<file path="src/rtl/eprisc_intc_pkg.sv">
// Shared constants for the epRISC interrupt controller: register offsets,
// NMI state encoding and register field positions.
package eprisc_intc_pkg;

  localparam logic [2:0] REG_PEND   = 3'd0;
  localparam logic [2:0] REG_MASK   = 3'd1;
  localparam logic [2:0] REG_MODE   = 3'd2;
  localparam logic [2:0] REG_VEC    = 3'd3;
  localparam logic [2:0] REG_NMICTL = 3'd4;

  localparam logic [1:0] NMI_IDLE    = 2'd0;
  localparam logic [1:0] NMI_ACTIVE  = 2'd1;
  localparam logic [1:0] NMI_SERVICE = 2'd2;

  localparam int VEC_VALID_BIT    = 31;
  localparam int NMICTL_LATCH_BIT = 0;
  localparam int NMICTL_STATE_LSB = 1;
  localparam int NMICTL_ACK_BIT   = 0;

endpackage

</file>
<file path="src/rtl/eprisc_intc_input.sv">
// One interrupt source: optional 2-flop synchroniser (EPRISC_INTC_SYNC_EN),
// sample register and edge/level trigger output.
module eprisc_intc_input (
  input  logic clk,
  input  logic rst,
  input  logic src,
  input  logic edge_mode,
  output logic trig
);

  logic samp_in_s;
  logic q_r;
  logic q_prev_r;

`ifdef EPRISC_INTC_SYNC_EN
  logic [1:0] sync_r;

  // two-stage synchroniser for asynchronous source lines
  always_ff @(posedge clk) begin
    if (rst) sync_r <= 2'b00;
    else     sync_r <= {sync_r[0], src};
  end

  assign samp_in_s = sync_r[1];
`else
  assign samp_in_s = src;
`endif

  // sample register and its one-cycle history for edge detection
  always_ff @(posedge clk) begin
    if (rst) begin
      q_r      <= 1'b0;
      q_prev_r <= 1'b0;
    end else begin
      q_r      <= samp_in_s;
      q_prev_r <= q_r;
    end
  end

  assign trig = edge_mode ? (q_r & ~q_prev_r) : q_r;

endmodule

</file>
<file path="src/rtl/eprisc_interrupt_controller.sv">
// Memory-mapped interrupt controller feeding epRISC iMaskInt/iNonMaskInt.
// Source synchronisers are enabled with EPRISC_INTC_SYNC_EN.
module eprisc_interrupt_controller
  import eprisc_intc_pkg::*;
#(
  parameter int          pSources  = 8,
  parameter logic [31:0] pBaseAddr = 32'hFFFF_FF00,
  parameter int          pNmiPulse = 4
) (
  input  logic                iClk,
  input  logic                iRst,
  input  logic [31:0]         iAddr,
  input  logic [31:0]         iData,
  input  logic                iWrite,
  output logic [31:0]         oData,
  output logic                oDataEn,
  input  logic [pSources-1:0] iSrc,
  input  logic                iNmiSrc,
  output logic                oMaskInt,
  output logic                oNonMaskInt
);

  localparam logic [3:0] PULSE_LOAD = 4'(pNmiPulse);

  logic [pSources-1:0] pend_r;
  logic [pSources-1:0] mask_r;
  logic [pSources-1:0] mode_r;
  logic [pSources-1:0] trig_s;
  logic [pSources-1:0] w1c_s;
  logic [pSources-1:0] act_s;
  logic [4:0]          vec_idx_s;
  logic                mask_int_r;
  logic                nmi_trig_s;
  logic                nmi_latch_r;
  logic [1:0]          nmi_state_r;
  logic [3:0]          nmi_cnt_r;
  logic                sel_s;
  logic                wr_s;
  logic                ack_s;
  logic [2:0]          off_s;
  logic [31:0]         rdata_s;
  logic                unused_data_s;

  assign sel_s = (iAddr[31:3] == pBaseAddr[31:3]);
  assign off_s = iAddr[2:0];
  assign wr_s  = sel_s & iWrite;
  assign ack_s = wr_s & (off_s == REG_NMICTL) & iData[NMICTL_ACK_BIT];
  assign unused_data_s = ^iData;

  genvar gi;
  generate
    for (gi = 0; gi < pSources; gi++) begin : g_src
      eprisc_intc_input u_src (
        .clk       (iClk),
        .rst       (iRst),
        .src       (iSrc[gi]),
        .edge_mode (mode_r[gi]),
        .trig      (trig_s[gi])
      );
    end
  endgenerate

  eprisc_intc_input u_nmi (
    .clk       (iClk),
    .rst       (iRst),
    .src       (iNmiSrc),
    .edge_mode (1'b1),
    .trig      (nmi_trig_s)
  );

  // write-1-to-clear mask and active/priority vector
  always_comb begin
    w1c_s     = '0;
    act_s     = pend_r & mask_r;
    vec_idx_s = 5'd0;
    if (wr_s && (off_s == REG_PEND)) w1c_s = iData[pSources-1:0];
    else                             w1c_s = '0;
    for (int k = pSources - 1; k >= 0; k--) begin
      vec_idx_s = act_s[k] ? k[4:0] : vec_idx_s;
    end
  end

  // pending/mask/mode registers; level bits ignore W1C, and a new edge beats a clear
  always_ff @(posedge iClk) begin
    if (iRst) begin
      pend_r     <= '0;
      mask_r     <= '0;
      mode_r     <= '1;
      mask_int_r <= 1'b0;
    end else begin
      pend_r     <= (pend_r & ~w1c_s & mode_r) | trig_s;
      mask_int_r <= |act_s;
      if (wr_s && (off_s == REG_MASK)) mask_r <= iData[pSources-1:0];
      if (wr_s && (off_s == REG_MODE)) mode_r <= iData[pSources-1:0];
    end
  end

  // NMI pulse sequencer; the latch keeps edges seen while busy for a later retrigger
  always_ff @(posedge iClk) begin
    if (iRst) begin
      nmi_state_r <= NMI_IDLE;
      nmi_latch_r <= 1'b0;
      nmi_cnt_r   <= 4'd0;
    end else begin
      case (nmi_state_r)
        NMI_IDLE: begin
          nmi_latch_r <= nmi_trig_s;
          if (nmi_latch_r) begin
            nmi_state_r <= NMI_ACTIVE;
            nmi_cnt_r   <= PULSE_LOAD;
          end
        end
        NMI_ACTIVE: begin
          nmi_latch_r <= nmi_latch_r | nmi_trig_s;
          nmi_cnt_r   <= nmi_cnt_r - 4'd1;
          if (nmi_cnt_r == 4'd1) nmi_state_r <= NMI_SERVICE;
        end
        NMI_SERVICE: begin
          nmi_latch_r <= nmi_latch_r | nmi_trig_s;
          if (ack_s) nmi_state_r <= NMI_IDLE;
        end
        default: begin
          nmi_state_r <= NMI_IDLE;
          nmi_latch_r <= 1'b0;
          nmi_cnt_r   <= 4'd0;
        end
      endcase
    end
  end

  // side-effect-free register read mux
  always_comb begin
    rdata_s = 32'd0;
    case (off_s)
      REG_PEND: rdata_s[pSources-1:0] = pend_r;
      REG_MASK: rdata_s[pSources-1:0] = mask_r;
      REG_MODE: rdata_s[pSources-1:0] = mode_r;
      REG_VEC: begin
        rdata_s[VEC_VALID_BIT] = |act_s;
        rdata_s[4:0]           = vec_idx_s;
      end
      REG_NMICTL: begin
        rdata_s[NMICTL_LATCH_BIT]       = nmi_latch_r;
        rdata_s[NMICTL_STATE_LSB +: 2]  = nmi_state_r;
      end
      default: rdata_s = 32'd0;
    endcase
  end

  assign oDataEn     = sel_s & ~iWrite;
  assign oData       = oDataEn ? rdata_s : 32'd0;
  assign oMaskInt    = mask_int_r;
  assign oNonMaskInt = (nmi_state_r == NMI_ACTIVE);

endmodule

</file>
<file path="config.mk">
export PLATFORM = sky130hd
export DESIGN_NAME = eprisc_interrupt_controller
export DESIGN_NICKNAME = d
export VERILOG_FILES = /design/src/rtl/eprisc_intc_pkg.sv /design/src/rtl/eprisc_intc_input.sv /design/src/rtl/eprisc_interrupt_controller.sv
export SDC_FILE = /design/constraint.sdc
export NUM_CORES = 1
export LEC_CHECK = 0
export BUFFER_PORTS_ARGS = -buffer_cell sky130_fd_sc_hd__buf_4
export CAP_MARGIN = 10
export CORE_MARGIN = 8
export CORE_UTILIZATION = 48
export CTS_CLUSTER_DIAMETER = 60
export DETAILED_ROUTE_END_ITERATION = 16
export PLACE_DENSITY = 0.8
export SETUP_SLACK_MARGIN = 0.1
export SYNTH_ARGS = -nofsm -noshare
export SYNTH_HDL_FRONTEND = slang
export SYNTH_SLANG_ARGS = --single-unit
</file>
<file path="constraint.sdc">
create_clock -name iClk -period 2.75 [get_ports iClk]
set_input_delay 0.55 -clock iClk [delete_from_list [all_inputs] [get_ports iClk]]
set_output_delay 0.55 -clock iClk [all_outputs]
set_load 0.01 [all_outputs]
</file>
* Yosys cells after proc, flatten, opt, wreduce, memory -nomap -nowiden
Cells that the tools add are included.
** Storage, ports and cells
- Register bits :: 50
- Input port bits :: 76
- Word-level logic and storage cells :: 105
** Operators by class
- Add/sub/neg operators :: 1
- Equal/unequal tests :: 11
- Mux-type cells :: 29
- Bitwise gates (word level) :: 30
- Reductions and logical operators :: 9
** Operators with widths (count)
- $mux 32 :: 1
- $eq 29x29->1 const B :: 1
- $and 8x8->8 :: 3
- $mux 3 :: 8
- $pmux 3 s5 :: 1
- $and 1x1->1 :: 13
- $pmux 4 s3 :: 1
- $not 1->1 :: 11
- $mux 1 :: 9
- $pmux 3 s3 :: 1
- $mux 8 :: 1
- $not 8->8 :: 1
- $or 8x8->8 :: 1
- $pmux 2 s4 :: 1
- $reduce_or 8->1 :: 1
- $eq 3x2->1 const B :: 2
- $mux 2 :: 3
- $pmux 2 s3 :: 1
- $eq 4x1->1 const B :: 1
- $mux 4 :: 1
- $ne 2x2->1 const B :: 2
- $sub 4x1->4 const B :: 1
- $eq 3x1->1 const B :: 1
- $eq 3x3->1 const B :: 1
- other kinds (11) :: 13

* Logic depth before layout (Yosys ltp)
Gate-level depths: netlist of the first run.
- Depth after elaboration :: 11
- Mapped depth :: 7
- Depth with buffers taken out :: 7

* Cells and area by module
From an unflattened synthesis of the first run, not the netlist that was laid out.
** Second synthesis, totals
- Cells, all modules :: 308
- Area total of the unflattened synthesis :: 2611.3 um^2
** Modules (own cells, without submodules)
- eprisc_interrupt_controller :: times used 1, cells each 263, area each 2037.0 um^2
- eprisc_intc_input :: times used 9, cells each 5, area each 63.8 um^2

* Worst setup path before layout of the first run
Ideal clock, no wire load.
- Kind :: input port to output port
- From :: in iAddr[3]
- To :: out oData[3]
- Arrival time :: 1.983 ns
- Data required time :: 2.200 ns
- Setup slack :: 0.217 ns
- Stages on the path :: 5
- Buffers on the path :: 0
- Cells stage by stage :: or4_4 > nor4_1 > nand2_1 > or2_1 > nor2_1
** Between the ends
- Longest elaborated chain between the ends :: 3
** RTL lines
- from (decl) :: line eprisc_interrupt_controller.sv:12 : input logic [31:0] iAddr,
- $eq 29x29->1 :: line eprisc_interrupt_controller.sv:44 : assign sel_s = (iAddr[31:3] == pBaseAddr[31:3]);
- $and 1x1->1 :: line eprisc_interrupt_controller.sv:150 : assign oDataEn = sel_s & ~iWrite;
- $mux 32 :: line eprisc_interrupt_controller.sv:151 : assign oData = oDataEn ? rdata_s : 32'd0;
- to (decl) :: line eprisc_interrupt_controller.sv:15 : output logic [31:0] oData,
Every way passes these cells.

* Worst setup path in the final report of the first run
Same ends and word-level chain as after synthesis.

==> impl_metrics.py, run 1 <==
metrics = {
    "yosys": {
        "synthesis.yosys.warnings": 0,
        "async_s_r_ff_share_synth_pct": 0,
        "synth_area_in_simple_gates_pct": 25.3,
        "postSynth.topFlopCell": "sky130_fd_sc_hd__dfxtp_1",
        "synth_xor_area_share_pct": 0,
        "synth-compound-area-share_pct": 15.8,
        "synth_fa_ha_area_share_pct": 2.87,
        "synth-seq-area-share_pct": 38.3,
        "synth.area.mux_share_pct": 6.89,
        "dominant_combinational_cell_family_by_area_after_synthesis": "simple AND/OR/NAND/NOR gates",
        "synthCells": 303,
        "synth_area_mm2": 0.00261,
        "synth.avg_cell_area_um2": 8.63,
        "synth-edff-count": 0,
        "ys_seq_elements": 50,
        "synth_cell_types": 42,
    },
    "timing": {
        "post-route-period-util_pct": 94.3,
        "hold_violations_final": 0,
        "fin_crit_ps": 2590,
        "final.hold.worst_slack_ps": 456,
        "achievable-frequency_ghz": 0.386,
        "finalClockSkew_ps": 2.16,
        "finalSetupTns_ps": 0,
        "finish_stage_setup_viols": 0,
        "worst_slew_margin_rel_pct": 66.2,
        "rsz0062_at_grt": "yes",
        "slew_violations": 0,
        "worst_pin_slew_ps": 507,
    },
    "worst_setup_path": {
        "crit-reg2reg-launch": "nmi_state_r[0]",
        "wp_depth": 7,
        "cp_data_required_time_ps": 2200,
        "critical_path.reg2reg.endpoint": "nmi_state_r[0]",
        "crit_path_end_kind": "output port",
        "ff2ff_path_depth": 6,
        "worst_ep_arrival_time_ps": 2040,
        "critical_path.max_fanout": 5,
        "critical_path.slowest_cell": "sky130_fd_sc_hd__or4_4",
        "setup.worst_path.start_class": "input port",
        "cp_cell_sequence": "buf_4 > or4_4 > nor4_4 > nand2_1 > or2_4 > nor2_1 > buf_4",
        "crit_buf_inv": 2,
        "rrSetupSlack_ps": 1030,
        "path_common_cell": "sky130_fd_sc_hd__buf_4",
        "category_of_cells_accounting_for_the_largest_share_of_critical_path_delay": "simple AND/OR/NAND/NOR gates",
        "critPathKind": "input port to output port",
        "cp_max_stage_delay_ps": 560,
    },
    "placed_design": {
        "gp_congestion": 0.844,
        "portBuffers": 63,
        "place_hpwl_um": 4740,
        "placed_cells": 436,
        "post_dp_cell_area_mm2": 0.00310,
    },
    "cts": {
        "clockBufferDepth": 2,
        "clock_tree.htree_level_count": 2,
        "cts_tree": "built",
        "clock_insertion_delay_worst_skew_ps": 290,
        "clock-sinks": 50,
        "clkTransAtPathRegs_ps": 90,
        "cts_hold_buffers": 0,
        "postCtsSetupBuffers": 0,
        "tritoncts.num_buffers": 5,
        "ctsRootBufferMaster": "sky130_fd_sc_hd__clkbuf_8",
    },
    "power": {
        "static-leakage-power_nw": 1.54,
        "power_mw": 1.58,
        "clkPwrFrac_pct": 28.1,
        "power.switching_fraction_pct": 28.3,
        "sequential_cell_fraction_of_total_power_pct": 51.2,
        "power_report.internal_total_mw": 1.13,
        "vdd_drop_max_mv": 0.388,
        "power_density_mw_per_mm2": 489,
        "total_switching_power_mw": 0.446,
        "power_frac_comb_pct": 20.7,
    },
    "detailed_routing": {
        "drt.antenna.violating_nets": 0,
        "via_count": 2336,
        "detail_route.vias_per_cell": 5.26,
        "finalWirelength_um": 6230,
        "drt_first_iter_violations": 143,
        "post-route-drc-count": 0,
        "wire_length_per_cell_um": 14.0,
        "drt_first_pass_iters": 4,
    },
    "layout": {
        "area_growth_syn_to_layout_pct": 23.3,
        "most-common-layout-cells": "sky130_fd_sc_hd__buf_4, sky130_fd_sc_hd__dfxtp_1, sky130_fd_sc_hd__nor2_1",
        "layout-drive-gt1-share_pct": 24.5,
        "num_antenna_cells": 0,
        "ff_latch_area_mm2": 0.00100,
        "multi_input_gate_area_mm2": 0.00145,
        "fillers": 493,
        "postLayoutCellArea_mm2": 0.00322,
        "finalNetCount": 453,
        "layout.cells.most_common": "sky130_fd_sc_hd__buf_4",
        "stdcell_count": 444,
    },
    "grt": {
        "gr-usage-all-layers_pct": 15.1,
        "antenna_found_initial": 0,
        "globalRoute.totalOverflow": 0,
        "pin_count_of_the_biggest_net_entering_global_routing": 53,
        "first_global_vias": 2249,
        "first_pass_grt_wire_length_um": 10400,
    },
    "floorplan": {
        "rows": 27,
        "die_area_mm2": 0.00806,
        "floorplan.die.height_um": 89.8,
        "pin_count": 111,
        "floorplan.initialDensity_pct": 48.7,
        "fp.coreArea_mm2": 0.00537,
        "dieWidth_um": 89.8,
    },
    "hold_path": {
        "worstHoldPathType": "input port to register",
        "worst_hold_startpoint": "iSrc[2]",
        "holdPathEnd": "g_src[2].u_src.q_r",
        "whs_path_depth": 2,
    },
    "flow_run": {
        "drv.max_cap_violation_count": 0,
    },
    "outcome": {
        "status": "finished, final reports clean",
    },
}
[metrics by stage]
stage / setup slack [ps] / util, %
final: 156 / 60.0
after global routing: 59.7 / 60.0
after CTS: 105 / 59.7
after detailed placement: -61.7 / 57.7
after global placement: -9.36 / 57.7
after floorplan: 217 / -
[metal layers]
layer / routed length (um) / up-vias / global-route usage [%] / share of wire (%)
met4: 78 / 0 / 4.94 / 1.3
met5: 0 / - / 0 / 0
met3: 535 / 8 / 5.57 / 8.6
met2: 2790 / 106 / 23.6 / 45
li1: - / 1143 / - / -
met1: 2830 / 1079 / 18.6 / 45
[cells in the mapped netlist, types with 2 or more instances]
master,instances,share of area (%)
sky130_fd_sc_hd__inv_1,13,1.9
sky130_fd_sc_hd__a22oi_1,3,0.86
sky130_fd_sc_hd__a21o_1,8,2.3
sky130_fd_sc_hd__a32oi_1,3,1.0
sky130_fd_sc_hd__nor4_1,2,0.48
sky130_fd_sc_hd__nor2b_1,23,5.5
sky130_fd_sc_hd__nor3_1,3,0.57
sky130_fd_sc_hd__nand2_1,31,4.5
sky130_fd_sc_hd__nor4_4,2,1.6
sky130_fd_sc_hd__nand3b_1,2,0.57
sky130_fd_sc_hd__mux2i_1,18,6.9
sky130_fd_sc_hd__buf_1,2,0.29
sky130_fd_sc_hd__clkbuf_1,4,0.57
sky130_fd_sc_hd__nand4_1,5,1.2
sky130_fd_sc_hd__buf_4,24,6.9
sky130_fd_sc_hd__nand3_1,7,1.3
sky130_fd_sc_hd__nor2_1,33,4.7
sky130_fd_sc_hd__a211o_1,8,2.7
sky130_fd_sc_hd__buf_6,2,0.86
sky130_fd_sc_hd__nand2b_1,7,1.7
sky130_fd_sc_hd__ha_1,6,2.9
sky130_fd_sc_hd__dfxtp_1,50,38
sky130_fd_sc_hd__o21ai_0,7,1.3
sky130_fd_sc_hd__a21oi_1,13,2.5
sky130_fd_sc_hd__a211oi_1,10,2.9
[worst register-to-register path: stages (launching register included)]
cell                      delay [ps]
sky130_fd_sc_hd__dfxtp_1         420
sky130_fd_sc_hd__inv_1            90
sky130_fd_sc_hd__ha_1            250
sky130_fd_sc_hd__nor2b_1         180
sky130_fd_sc_hd__a221o_1         260
sky130_fd_sc_hd__a21oi_1         240
sky130_fd_sc_hd__mux2i_1         220
[worst max path at each step]
stage / from / endpoint / slack, ps
global route: iAddr[3] / oData[3] / 60
global placement: iAddr[3] / oData[7] / -9
floorplan: iAddr[3] / oData[3] / 220
finish: iAddr[3] / oData[3] / 160
detailed placement: iAddr[3] / oData[3] / -60
CTS: iWrite / oData[3] / 110
[power by group through the flow]
stage,Sequential [mW],Clock (mW),Combinational (mW)
finish,0.808,0.443,0.327
floorplan,0.813,0,0.241
detailed placement,0.825,0,0.324
CTS,0.807,0.451,0.326
global placement,0.822,0,0.311
global route,0.813,0.486,0.366
[flip-flops by register name (all words and copies together) (netlist names)]
signal and cells:
mode_r 8, g_src.u_src.q_r 8, mask_r 8, u_nmi.q_r 1, u_nmi.q_prev_r 1, pend_r 8, nmi_latch_r 1, g_src.u_src.q_prev_r 8
nmi_state_r 2, nmi_cnt_r 4, oMaskInt 1
[area by class of cell]
class / count / area share (%)
multi-input combinational: 229 / 44.9
sequential: 50 / 31.1
timing repair buffer: 72 / 16.8
tap: 72 / 2.80
clock buffer: 7 / 2.68
inverter: 13 / 1.51
clock inverter: 1 / 0.272
[kinds of logic (layout without fill, tap and decap cells)]
logic type	Yosys count	count (layout)
other cells	1	23
flops	50	50
compound gates	59	59
fa+ha+maj	6	6
mux	18	18
simple gates	123	123
buf+inv	46	93
[timing repair]
action,4_1_cts,5_1_grt
endpoints found under the setup margin,9,9
pin swaps,1,0
resized for setup,3,4
(Power assumes the default switching activity.)
==> run 2: changes to the inputs <==
- RECOVER_POWER: default -> 25
==> impl_metrics.py, run 2 (synthesis results as in run 1) <==
metrics = {
    "power": {
        "vdd_drop_max_mv": 0.388,
        "power_density_mw_per_mm2": 490,
        "power_mw": 1.58,
        "static-leakage-power_nw": 1.53,
    },
    "detailed_routing": {
        "post-route-drc-count": 0,
        "drt_first_pass_iters": 4,
        "drt.antenna.violating_nets": 0,
        "via_count": 2336,
        "wire_length_per_cell_um": 14.0,
        "finalWirelength_um": 6230,
        "detail_route.vias_per_cell": 5.26,
        "drt_first_iter_violations": 143,
    },
    "layout": {
        "most-common-layout-cells": "sky130_fd_sc_hd__buf_4, sky130_fd_sc_hd__dfxtp_1, sky130_fd_sc_hd__nor2_1",
        "finalNetCount": 453,
        "layout-drive-gt1-share_pct": 24.2,
        "postLayoutCellArea_mm2": 0.00322,
        "area_growth_syn_to_layout_pct": 23.2,
        "stdcell_count": 444,
        "post-route-util_pct": 59.9,
        "layout.cells.most_common": "sky130_fd_sc_hd__buf_4",
        "num_antenna_cells": 0,
    },
    "floorplan": {
        "pin_count": 111,
        "fp.coreArea_mm2": 0.00537,
        "dieWidth_um": 89.8,
        "floorplan.initialDensity_pct": 48.7,
        "floorplan.die.height_um": 89.8,
        "die_area_mm2": 0.00806,
        "rows": 27,
    },
    "grt": {
        "grt_util_met2_pct": 23.6,
        "gr-usage-all-layers_pct": 15.1,
        "first_global_vias": 2249,
        "grt_busiest_layer": "met2",
        "globalRoute.totalOverflow": 0,
        "pin_count_of_the_biggest_net_entering_global_routing": 53,
        "first_pass_grt_wire_length_um": 10400,
        "antenna_found_initial": 0,
        "grt.met3_usage_pct": 5.57,
        "grtUsageMet1_pct": 18.6,
    },
    "cts": {
        "clockBufferDepth": 2,
        "ctsRootBufferMaster": "sky130_fd_sc_hd__clkbuf_8",
        "postCtsSetupBuffers": 0,
        "clock_insertion_delay_worst_skew_ps": 290,
        "cts_hold_buffers": 0,
        "clock_tree.htree_level_count": 2,
        "cts_tree": "built",
        "clkTransAtPathRegs_ps": 90,
        "tritoncts.num_buffers": 5,
        "clock-sinks": 50,
    },
    "timing": {
        "hold_violations_final": 0,
        "achievable-frequency_ghz": 0.386,
        "slew_violations": 53,
        "final.hold.worst_slack_ps": 456,
        "finalClockSkew_ps": 2.16,
        "finish_stage_setup_viols": 0,
        "fin_crit_ps": 2590,
        "rsz0062_at_grt": "yes",
        "worst_slew_margin_rel_pct": -41.7,
        "post-route-period-util_pct": 94.3,
        "worst_pin_slew_ps": 2130,
        "setup_ws_ps": 156,
        "finalSetupTns_ps": 0,
    },
    "outcome": {
        "failed_checks": "max-capacitance violations, max-slew violations",
        "status": "complete, but fails checks",
    },
    "hold_path": {
        "worstHoldPathType": "input port to register",
        "whs_path_depth": 2,
    },
    "placed_design": {
        "post_dp_cell_area_mm2": 0.00310,
        "gp_congestion": 0.844,
        "pre_cts_slack_ps": -61.7,
        "portBuffers": 63,
        "place_hpwl_um": 4740,
        "placed_cells": 436,
    },
    "flow_run": {
        "drv.max_cap_violation_count": 1,
    },
    "worst_setup_path": {
        "cp_data_required_time_ps": 2200,
        "setup.worst_path.start_class": "input port",
        "critPathKind": "input port to output port",
        "ff2ff_path_depth": 7,
        "crit_path_end_kind": "output port",
        "worst_ep_arrival_time_ps": 2040,
        "critical_path.max_fanout": 5,
    },
}
run 2: cell count changes in the layout (fill, tap and decap cells not counted), sizes merged:
cell    delta
clkbuf     +1
buf        -1
run 2: path summary, 6_finish.rpt:
path	startpoint	end	slack [ps]
max	iAddr[3]	oData[3]	160
min	iSrc[2]	g_src[2].u_src.q_r	460
max reg2reg	nmi_state_r[0]	nmi_cnt_r[3]	1010
min reg2reg	u_nmi.q_r	u_nmi.q_prev_r	460
run 2: power by group:
group	leakage (nW)	switching, mW	internal (mW)	total [mW]
registers	0.409	0.0400	0.768	0.808
clock network	0.0489	0.235	0.208	0.443
logic	1.07	0.172	0.155	0.327
run 2: final cells by class:
class                           instances  area (um2)
Fill cell                             492        2150
Sequential cell                        50        1000
Multi-Input combinational cell        229        1450
Clock inverter                          1        8.76
Timing Repair Buffer                   72         537
Tap cell                               72        90.1
Inverter                               13        48.8
Clock buffer                            7        86.3
run 2: worst max-delay path: stages:
cell	delay [ps]
sky130_fd_sc_hd__buf_4	110
sky130_fd_sc_hd__or4_4	560
sky130_fd_sc_hd__nor4_4	170
sky130_fd_sc_hd__nand2_1	110
sky130_fd_sc_hd__or2_4	280
sky130_fd_sc_hd__nor2_1	140
sky130_fd_sc_hd__buf_4	140
run 2: metal layers:
layer | vias to the layer above | routed length, um
met2 | 106 | 2790
met3 | 8 | 535
li1 | 1143 | -
met5 | - | 0
met1 | 1079 | 2830
met4 | 0 | 78
run 2: what timing repair did:
item	in CTS	in global routing
pin swaps	1	0
endpoints found under the setup margin	9	9
resized for setup	3	4
